**src/rtl/axil_arb_pkg.sv**
```systemverilog
`default_nettype none
// ============================================================================
// Module      : axil_arb_pkg
// Description : Shared types and constants for the AXI-Lite round-robin
//               arbiter: channel FSM state encoding, AXI response codes,
//               maximum supported master count and grant index width.
// Revision    : 1.0 - initial release
// ============================================================================
package axil_arb_pkg;

    localparam int MAX_MASTERS = 8;
    // Grant index is sized for the largest configuration so every instance
    // shares one index type regardless of NUM_MASTERS.
    localparam int GRANT_W     = $clog2(MAX_MASTERS);

    localparam logic [1:0] AXIL_RESP_OKAY   = 2'b00;
    localparam logic [1:0] AXIL_RESP_DECERR = 2'b11;

    typedef enum logic [1:0] {
        IDLE = 2'd0,
        ADDR = 2'd1,
        RESP = 2'd2
    } arb_state_t;

endpackage
`default_nettype wire

```
**src/rtl/axil_rr_select.sv**
```systemverilog
`default_nettype none
// ============================================================================
// Module      : axil_rr_select
// Description : Combinational next-grant selector. Returns the first
//               requester after last_i (wrapping NUM_MASTERS-1 -> 0) and a
//               flag telling whether any request is present.
//               With AXIL_ARB_FIXED_PRIO_EN defined the pointer input is
//               removed and the lowest-index requester always wins.
// Ports       : req_i   - request vector, one bit per master
//               last_i  - index of the previously served master (RR only)
//               grant_o - selected master index
//               valid_o - at least one request present
// Revision    : 1.0 - initial release
// ============================================================================
module axil_rr_select
    import axil_arb_pkg::*;
#(
    parameter int NUM_MASTERS = 4
) (
    input  logic [NUM_MASTERS-1:0] req_i,
`ifndef AXIL_ARB_FIXED_PRIO_EN
    input  logic [GRANT_W-1:0]     last_i,
`endif
    output logic [GRANT_W-1:0]     grant_o,
    output logic                   valid_o
);

`ifdef AXIL_ARB_FIXED_PRIO_EN
    always_comb begin
        grant_o = '0;
        valid_o = |req_i;
        // Scan downwards so the lowest requesting index is written last.
        for (int i = NUM_MASTERS - 1; i >= 0; i--) begin
            if (req_i[i]) grant_o = GRANT_W'(i);
        end
    end
`else
    int idx;

    always_comb begin
        grant_o = '0;
        valid_o = |req_i;
        idx     = 0;
        // Visit candidates from farthest (last+N) to nearest (last+1) so the
        // nearest requester after the pointer overrides the rest.
        for (int k = NUM_MASTERS; k >= 1; k--) begin
            idx = int'(last_i) + k;
            if (idx >= NUM_MASTERS) idx = idx - NUM_MASTERS;
            for (int i = 0; i < NUM_MASTERS; i++) begin
                if ((i == idx) && req_i[i]) grant_o = GRANT_W'(i);
            end
        end
    end
`endif

endmodule
`default_nettype wire

```
**src/rtl/axil_lite_arbiter.sv**
```systemverilog
`default_nettype none
// ============================================================================
// Module      : axil_lite_arbiter
// Description : Shares one downstream AXI-Lite port among NUM_MASTERS
//               upstream masters. Write and read channels are arbitrated
//               independently; each channel stays locked to its master from
//               address phase until the response handshake.
//               Build option AXIL_ARB_FIXED_PRIO_EN selects fixed priority
//               (lowest index wins) with no rotating grant pointer.
// Ports       : aclk/aresetn        - clock, synchronous active-low reset
//               m_aw*/m_w*/m_b*     - upstream write channels, slice i = master i
//               m_ar*/m_r*          - upstream read channels, slice i = master i
//               m_axil_*            - shared downstream AXI-Lite port
// Revision    : 1.0 - initial release
// ============================================================================
module axil_lite_arbiter
    import axil_arb_pkg::*;
#(
    parameter int NUM_MASTERS    = 4,
    parameter int AXI_DATA_WIDTH = 32,
    parameter int AXI_ADDR_WIDTH = 32
) (
    input  logic                                  aclk,
    input  logic                                  aresetn,
    // upstream masters
    input  logic [NUM_MASTERS*AXI_ADDR_WIDTH-1:0] m_awaddr,
    input  logic [NUM_MASTERS-1:0]                m_awvalid,
    output logic [NUM_MASTERS-1:0]                m_awready,
    input  logic [NUM_MASTERS*AXI_DATA_WIDTH-1:0] m_wdata,
    input  logic [NUM_MASTERS-1:0]                m_wvalid,
    output logic [NUM_MASTERS-1:0]                m_wready,
    output logic [NUM_MASTERS*2-1:0]              m_bresp,
    output logic [NUM_MASTERS-1:0]                m_bvalid,
    input  logic [NUM_MASTERS-1:0]                m_bready,
    input  logic [NUM_MASTERS*AXI_ADDR_WIDTH-1:0] m_araddr,
    input  logic [NUM_MASTERS-1:0]                m_arvalid,
    output logic [NUM_MASTERS-1:0]                m_arready,
    output logic [NUM_MASTERS*AXI_DATA_WIDTH-1:0] m_rdata,
    output logic [NUM_MASTERS*2-1:0]              m_rresp,
    output logic [NUM_MASTERS-1:0]                m_rvalid,
    input  logic [NUM_MASTERS-1:0]                m_rready,
    // shared downstream port
    output logic [AXI_ADDR_WIDTH-1:0]             m_axil_awaddr,
    output logic                                  m_axil_awvalid,
    input  logic                                  m_axil_awready,
    output logic [AXI_DATA_WIDTH-1:0]             m_axil_wdata,
    output logic                                  m_axil_wvalid,
    input  logic                                  m_axil_wready,
    input  logic [1:0]                            m_axil_bresp,
    input  logic                                  m_axil_bvalid,
    output logic                                  m_axil_bready,
    output logic [AXI_ADDR_WIDTH-1:0]             m_axil_araddr,
    output logic                                  m_axil_arvalid,
    input  logic                                  m_axil_arready,
    input  logic [AXI_DATA_WIDTH-1:0]             m_axil_rdata,
    input  logic [1:0]                            m_axil_rresp,
    input  logic                                  m_axil_rvalid,
    output logic                                  m_axil_rready
);

    arb_state_t         wr_state_q, wr_state_d;
    arb_state_t         rd_state_q, rd_state_d;
    logic [GRANT_W-1:0] wr_grant_q, wr_grant_d;
    logic [GRANT_W-1:0] rd_grant_q, rd_grant_d;
    logic               aw_done_q, aw_done_d;
    logic               w_done_q,  w_done_d;

    logic [GRANT_W-1:0] wr_next, rd_next;
    logic               wr_any,  rd_any;

    // Inputs of the currently granted master on each channel
    logic [AXI_ADDR_WIDTH-1:0] sel_awaddr, sel_araddr;
    logic [AXI_DATA_WIDTH-1:0] sel_wdata;
    logic                      sel_awvalid, sel_wvalid, sel_bready;
    logic                      sel_arvalid, sel_rready;

`ifndef AXIL_ARB_FIXED_PRIO_EN
    logic [GRANT_W-1:0] wr_last_q, wr_last_d;
    logic [GRANT_W-1:0] rd_last_q, rd_last_d;
`endif

    axil_rr_select #(.NUM_MASTERS(NUM_MASTERS)) u_wr_sel (
        .req_i   (m_awvalid & m_wvalid),
`ifndef AXIL_ARB_FIXED_PRIO_EN
        .last_i  (wr_last_q),
`endif
        .grant_o (wr_next),
        .valid_o (wr_any)
    );

    axil_rr_select #(.NUM_MASTERS(NUM_MASTERS)) u_rd_sel (
        .req_i   (m_arvalid),
`ifndef AXIL_ARB_FIXED_PRIO_EN
        .last_i  (rd_last_q),
`endif
        .grant_o (rd_next),
        .valid_o (rd_any)
    );

    always_comb begin
        sel_awaddr  = '0;
        sel_awvalid = 1'b0;
        sel_wdata   = '0;
        sel_wvalid  = 1'b0;
        sel_bready  = 1'b0;
        sel_araddr  = '0;
        sel_arvalid = 1'b0;
        sel_rready  = 1'b0;
        for (int i = 0; i < NUM_MASTERS; i++) begin
            if (GRANT_W'(i) == wr_grant_q) begin
                sel_awaddr  = m_awaddr[i*AXI_ADDR_WIDTH +: AXI_ADDR_WIDTH];
                sel_awvalid = m_awvalid[i];
                sel_wdata   = m_wdata[i*AXI_DATA_WIDTH +: AXI_DATA_WIDTH];
                sel_wvalid  = m_wvalid[i];
                sel_bready  = m_bready[i];
            end
            if (GRANT_W'(i) == rd_grant_q) begin
                sel_araddr  = m_araddr[i*AXI_ADDR_WIDTH +: AXI_ADDR_WIDTH];
                sel_arvalid = m_arvalid[i];
                sel_rready  = m_rready[i];
            end
        end
    end

    // ------------------------------------------------------------------
    // Write channel
    // ------------------------------------------------------------------
    always_comb begin
        wr_state_d     = wr_state_q;
        wr_grant_d     = wr_grant_q;
        aw_done_d      = aw_done_q;
        w_done_d       = w_done_q;
`ifndef AXIL_ARB_FIXED_PRIO_EN
        wr_last_d      = wr_last_q;
`endif
        m_axil_awaddr  = '0;
        m_axil_awvalid = 1'b0;
        m_axil_wdata   = '0;
        m_axil_wvalid  = 1'b0;
        m_axil_bready  = 1'b0;
        m_awready      = '0;
        m_wready       = '0;
        m_bvalid       = '0;
        m_bresp        = {NUM_MASTERS{AXIL_RESP_OKAY}};
        case (wr_state_q)
            IDLE: begin
                if (wr_any) begin
                    wr_grant_d = wr_next;
                    wr_state_d = ADDR;
                end
            end
            ADDR: begin
                // A channel whose handshake already happened stops driving
                // valid so the slave never sees a second beat.
                m_axil_awaddr  = sel_awaddr;
                m_axil_awvalid = sel_awvalid & ~aw_done_q;
                m_axil_wdata   = sel_wdata;
                m_axil_wvalid  = sel_wvalid & ~w_done_q;
                for (int i = 0; i < NUM_MASTERS; i++) begin
                    if (GRANT_W'(i) == wr_grant_q) begin
                        m_awready[i] = m_axil_awready & ~aw_done_q;
                        m_wready[i]  = m_axil_wready  & ~w_done_q;
                    end
                end
                aw_done_d = aw_done_q | (m_axil_awvalid & m_axil_awready);
                w_done_d  = w_done_q  | (m_axil_wvalid  & m_axil_wready);
                if (aw_done_d && w_done_d) begin
                    aw_done_d  = 1'b0;
                    w_done_d   = 1'b0;
                    wr_state_d = RESP;
                end
            end
            RESP: begin
                m_axil_bready = sel_bready;
                for (int i = 0; i < NUM_MASTERS; i++) begin
                    if (GRANT_W'(i) == wr_grant_q) begin
                        m_bvalid[i]      = m_axil_bvalid;
                        m_bresp[i*2 +: 2] = m_axil_bresp;
                    end
                end
                if (m_axil_bvalid && m_axil_bready) begin
`ifndef AXIL_ARB_FIXED_PRIO_EN
                    wr_last_d  = wr_grant_q;
`endif
                    wr_state_d = IDLE;
                end
            end
            default: wr_state_d = IDLE;
        endcase
    end

    // ------------------------------------------------------------------
    // Read channel
    // ------------------------------------------------------------------
    always_comb begin
        rd_state_d     = rd_state_q;
        rd_grant_d     = rd_grant_q;
`ifndef AXIL_ARB_FIXED_PRIO_EN
        rd_last_d      = rd_last_q;
`endif
        m_axil_araddr  = '0;
        m_axil_arvalid = 1'b0;
        m_axil_rready  = 1'b0;
        m_arready      = '0;
        m_rvalid       = '0;
        m_rdata        = '0;
        m_rresp        = {NUM_MASTERS{AXIL_RESP_OKAY}};
        case (rd_state_q)
            IDLE: begin
                if (rd_any) begin
                    rd_grant_d = rd_next;
                    rd_state_d = ADDR;
                end
            end
            ADDR: begin
                m_axil_araddr  = sel_araddr;
                m_axil_arvalid = sel_arvalid;
                for (int i = 0; i < NUM_MASTERS; i++) begin
                    if (GRANT_W'(i) == rd_grant_q) m_arready[i] = m_axil_arready;
                end
                if (m_axil_arvalid && m_axil_arready) rd_state_d = RESP;
            end
            RESP: begin
                m_axil_rready = sel_rready;
                for (int i = 0; i < NUM_MASTERS; i++) begin
                    if (GRANT_W'(i) == rd_grant_q) begin
                        m_rvalid[i]                                  = m_axil_rvalid;
                        m_rdata[i*AXI_DATA_WIDTH +: AXI_DATA_WIDTH] = m_axil_rdata;
                        m_rresp[i*2 +: 2]                            = m_axil_rresp;
                    end
                end
                if (m_axil_rvalid && m_axil_rready) begin
`ifndef AXIL_ARB_FIXED_PRIO_EN
                    rd_last_d  = rd_grant_q;
`endif
                    rd_state_d = IDLE;
                end
            end
            default: rd_state_d = IDLE;
        endcase
    end

    always_ff @(posedge aclk) begin
        if (!aresetn) begin
            wr_state_q <= IDLE;
            rd_state_q <= IDLE;
            wr_grant_q <= '0;
            rd_grant_q <= '0;
            aw_done_q  <= 1'b0;
            w_done_q   <= 1'b0;
`ifndef AXIL_ARB_FIXED_PRIO_EN
            // Pointer starts at the top index so master 0 wins first.
            wr_last_q  <= GRANT_W'(NUM_MASTERS - 1);
            rd_last_q  <= GRANT_W'(NUM_MASTERS - 1);
`endif
        end else begin
            wr_state_q <= wr_state_d;
            rd_state_q <= rd_state_d;
            wr_grant_q <= wr_grant_d;
            rd_grant_q <= rd_grant_d;
            aw_done_q  <= aw_done_d;
            w_done_q   <= w_done_d;
`ifndef AXIL_ARB_FIXED_PRIO_EN
            wr_last_q  <= wr_last_d;
            rd_last_q  <= rd_last_d;
`endif
        end
    end

endmodule
`default_nettype wire

```
**config.mk**
```make
export PLATFORM = sky130hd
export DESIGN_NAME = axil_lite_arbiter
export DESIGN_NICKNAME = d
export VERILOG_FILES = /design/src/rtl/axil_arb_pkg.sv /design/src/rtl/axil_rr_select.sv /design/src/rtl/axil_lite_arbiter.sv
export SDC_FILE = /design/constraint.sdc
export NUM_CORES = 1
export LEC_CHECK = 0
export CORE_AREA = 2 2 275 277
export CTS_BUF_LIST = sky130_fd_sc_hd__clkbuf_4 sky130_fd_sc_hd__clkbuf_8 sky130_fd_sc_hd__clkbuf_16
export CTS_CLUSTER_SIZE = 28
export DETAILED_ROUTE_END_ITERATION = 10
export DIE_AREA = 0 0 277 279
export SLEW_MARGIN = 20
export SYNTH_ARGS = -nofsm -noshare
export SYNTH_HDL_FRONTEND = slang
export SYNTH_SLANG_ARGS = --single-unit
```
**constraint.sdc**
```tcl
create_clock -name aclk -period 2.05 [get_ports aclk]
set_input_delay 0.41 -clock aclk [delete_from_list [all_inputs] [get_ports aclk]]
set_output_delay 0.41 -clock aclk [all_outputs]
set_load 0.01 [all_outputs]
```
==> impl_metrics.env <==
export IMPL_hold_viol=0
export IMPL_via_per_inst=3.51
export IMPL_path_clk_slew_ns=0.06
export IMPL_pwr_share_seq_pct=4.4
export IMPL_peakVddDrop_v=0.000536
export IMPL_grt_pass1_wl_um=66500
export IMPL_cp_end_kind="primary output"
export IMPL_critPathLaunchType="flip-flop"
export IMPL_swShare_pct=39.4
export IMPL_seq_area_frac_synth_pct=5.64
export IMPL_switchingPower_mw=3.65
export IMPL_post_drt_wl_per_cell_um=21.1
export IMPL_crit_buf_inv=6
export IMPL_rr_endpoint="w_done_q$_SDFFE_PN0P_"
export IMPL_critical_path_required_ns=1.64
export IMPL_synth_seq_cells=14
export IMPL_start_util_pct=6.71
export IMPL_cts_buffers_inserted=3
export IMPL_leakagePower_nw=6.88
export IMPL_mostFrequentLayoutCell="clkdlybuf4s50_1"
export IMPL_syn_num_nets=972
export IMPL_routed_via_count=8439
export IMPL_r2r_start="wr_grant_q[0]$_SDFFE_PN0P_"
export IMPL_cts_buffer_depth=2
export IMPL_num_rows=100
export IMPL_p_per_area_nw_per_um2=557
export IMPL_relSlewSlack_pct=65.0
export IMPL_fin_skew_ns=0.00246
export IMPL_placed_area_um2=14000
export IMPL_grt_busiest_layer="met2"
export IMPL_grt_met1_usage_pct=13.0
export IMPL_drt_total_wl_um=50700
export IMPL_slew_viol_final=0
export IMPL_syn_area_per_cell_um2=9.47
export IMPL_io_pin_count=712
export IMPL_synthDistinctLibCells=35
export IMPL_min_path_cells=2
export IMPL_setup_viol=158
export IMPL_cp_max_fo=5
export IMPL_synth_top_cell_by_area="mux4_2"
export IMPL_die_h_um=279
export IMPL_grt_usage_pct=12.0
export IMPL_hp_start="wr_last_q[0]$_SDFFE_PN1P_"
export IMPL_tritoncts="yes"
export IMPL_antenna_found_initial=15
export IMPL_setup_ws_ns=-0.321
export IMPL_antenna_left=0
export IMPL_place_congestion=0.974
export IMPL_max_freq_ghz=0.422
export IMPL_drive_gt1_share_pct=55.1
export IMPL_reg2reg_depth=11
export IMPL_post_route_drc_count=0
export IMPL_post_route_period_util_pct=116
export IMPL_critPathKind="flip-flop to primary output"
export IMPL_synthCells=525
export IMPL_worst_slew_pin_slew_ns=0.525
export IMPL_grt_pass1_vias=8900
export IMPL_synth_edf_count=0
export IMPL_setup_tns_ns=-21.59
export IMPL_met2_usage_pct=22.0
export IMPL_hold_class="flip-flop to flip-flop"
export IMPL_grt_max_degree=31
export IMPL_cp_arrival_ns=1.96
export IMPL_ys_warn_count=0
export IMPL_finalInstanceArea_um2=16600
export IMPL_clk_latency_ns=0.27
export IMPL_violations="setup timing"
export IMPL_combPwrFrac_pct=91.1
export IMPL_hpwl_um=40200
export IMPL_clockRootBuffer="clkbuf_16"
export IMPL_die_x_um=277
export IMPL_synthFlopType="dfxtp_1"
export IMPL_outcome="finished, violations left"
export IMPL_whs_endpoint="wr_last_q[0]$_SDFFE_PN1P_"
export IMPL_slowest_stage="mux4_2"
export IMPL_maxCapViolCount=0
export IMPL_drtPass1Iterations=4
export IMPL_synth_area_um2=4970
export IMPL_rrSetupSlack_ns=-0.08
export IMPL_power_total_mw=9.25
export IMPL_crit_path_max_incr_delay_ns=0.48
export IMPL_clkPwrFrac_pct=4.5
export IMPL_crit_family="buffers and inverters"
export IMPL_htreeDepth=1
export IMPL_worstPathCellList="buf_12 > buf_12 > buf_12 > buf_8 > buf_6 > mux4_2 > nor2b_1 > buf_2"
export IMPL_layout_common_cells="clkdlybuf4s50_1, buf_6, and2_4"
export IMPL_core_um2=74100
export IMPL_areaGrowthSynthToFinish_pct=234
export IMPL_met3_usage_pct=4.36
export IMPL_rsz0062_at_grt="yes"
export IMPL_p_int_mw=5.60
export IMPL_grt_overflow_total=0
export IMPL_clkSinkCount=14
export IMPL_synth_top_area_share_pct=45.8
export IMPL_numPortBuffers=711
export IMPL_synth_async_sr_flop_share_pct=0
export IMPL_netlist_top_cells_area="mux4_2, and2_1, nor2b_1"
export IMPL_crit_path_frequent_cell="buf_12"
export IMPL_finalCriticalPeriod_ns=2.37
export IMPL_dieArea_um2=77300
export IMPL_finalNetCount=1874
export IMPL_drtIter0Drc=400
==> synthesized netlist by cell type (all sizes together), types with 2 or more instances <==
| cell type | number |
|---|---|
| and2 | 177 |
| mux4 | 101 |
| nor2b | 70 |
| clkbuf | 30 |
| buf | 21 |
| nor2 | 21 |
| nand2 | 18 |
| dfxtp | 14 |
| nand2b | 11 |
| nor3 | 10 |
| o21ai | 9 |
| a21oi | 5 |
| mux2i | 5 |
| nand3 | 4 |
| a21boi | 3 |
| a31oi | 3 |
| inv | 3 |
| nand3b | 3 |
| a211oi | 2 |
| a22oi | 2 |
| o21a | 2 |
==> tightest hold or removal path, delay by kind of cell, from the launching register on <==
kind / cells / cell delay [ns]
and+or+nand+nor: 1 / 0.06
DFF: 1 / 0.33
muxes: 1 / 0.07
==> state kept, by name (all words and copies together) (netlist names) <==
name,count
rd_state_q,2
rd_last_q,2
rd_grant_q,2
wr_grant_q,2
wr_state_q,2
w_done_q,1
aw_done_q,1
wr_last_q,2
==> kinds of logic (layout without fill, tap and decap cells) <==
family / after synthesis / in the layout / share of synthesized area (%)
buffers and inverters: 54 / 955 / 5.04
flip-flops: 14 / 14 / 5.64
AO/OA/AOI/OAI: 34 / 34 / 4.81
multiplexers: 106 / 106 / 46.8
AND/OR/NAND/NOR: 317 / 317 / 37.7
other: 0 / 6 / 0
==> final cells by class <==
type	count	area, um2
antenna	6	15.0
timing repair buffer	948	9790
inverter	3	11.3
multi-input combinational	457	5210
clock buffer	3	75.1
sequential	14	299
fill	7945	57500
tap	969	1210
clock inverter	1	3.75
==> repair_timing <==
| item | in CTS | in global routing |
|---|---|---|
| hold buffers | 0 | 0 |
| resized for setup | 990 | 516 |
| gates cloned | 13 | 6 |
| pin swaps | 22 | 42 |
| endpoints found under the setup margin | 266 | 249 |
| setup buffers | 97 | 56 |
==> how the worst max path moves through the flow <==
stage	startpoint	end	slack [ns]	depth (start not counted)
6_report	wr_grant_q[0]$_SDFFE_PN0P_	m_axil_wdata[16]	-0.32	8
3_3_place_gp	m_wdata[21]	m_axil_wdata[21]	-0.51	5
2_1_floorplan	rd_grant_q[0]$_SDFFE_PN0P_	m_axil_araddr[10]	0.06	4
5_1_grt	wr_grant_q[0]$_SDFFE_PN0P_	m_axil_awaddr[20]	-0.39	8
4_1_cts	wr_grant_q[0]$_SDFFE_PN0P_	m_axil_bready	-0.41	7
3_5_place_dp	m_wdata[53]	m_axil_wdata[21]	-0.49	5
==> power groups by stage <==
stage | clock [mW] | sequential [mW] | combinational [mW]
6_report | 0.417 | 0.409 | 8.42
5_1_grt | 0.457 | 0.417 | 8.91
4_1_cts | 0.443 | 0.402 | 7.75
3_5_place_dp | 0 | 0.453 | 6.24
3_3_place_gp | 0 | 0.452 | 6.23
2_1_floorplan | 0 | 0.361 | 2.68
==> layer usage <==
metal	vias to the layer above	share of wire, %
met4	10	2.9
met1	4077	36
li1	3730	-
met3	65	10
met5	-	0.14
met2	557	50
==> metrics by stage <==
stage,instances,util (%),setup WS [ns],hold WS [ns]
floorplan,525,-,0.0599,0.445
global placement,2244,18.9,-0.512,0.465
detailed placement,2244,18.9,-0.488,0.471
CTS,2352,20.8,-0.407,0.488
global route,2401,22.4,-0.390,0.513
finish,2401,22.4,-0.321,0.483
(Power assumes the default switching activity.)
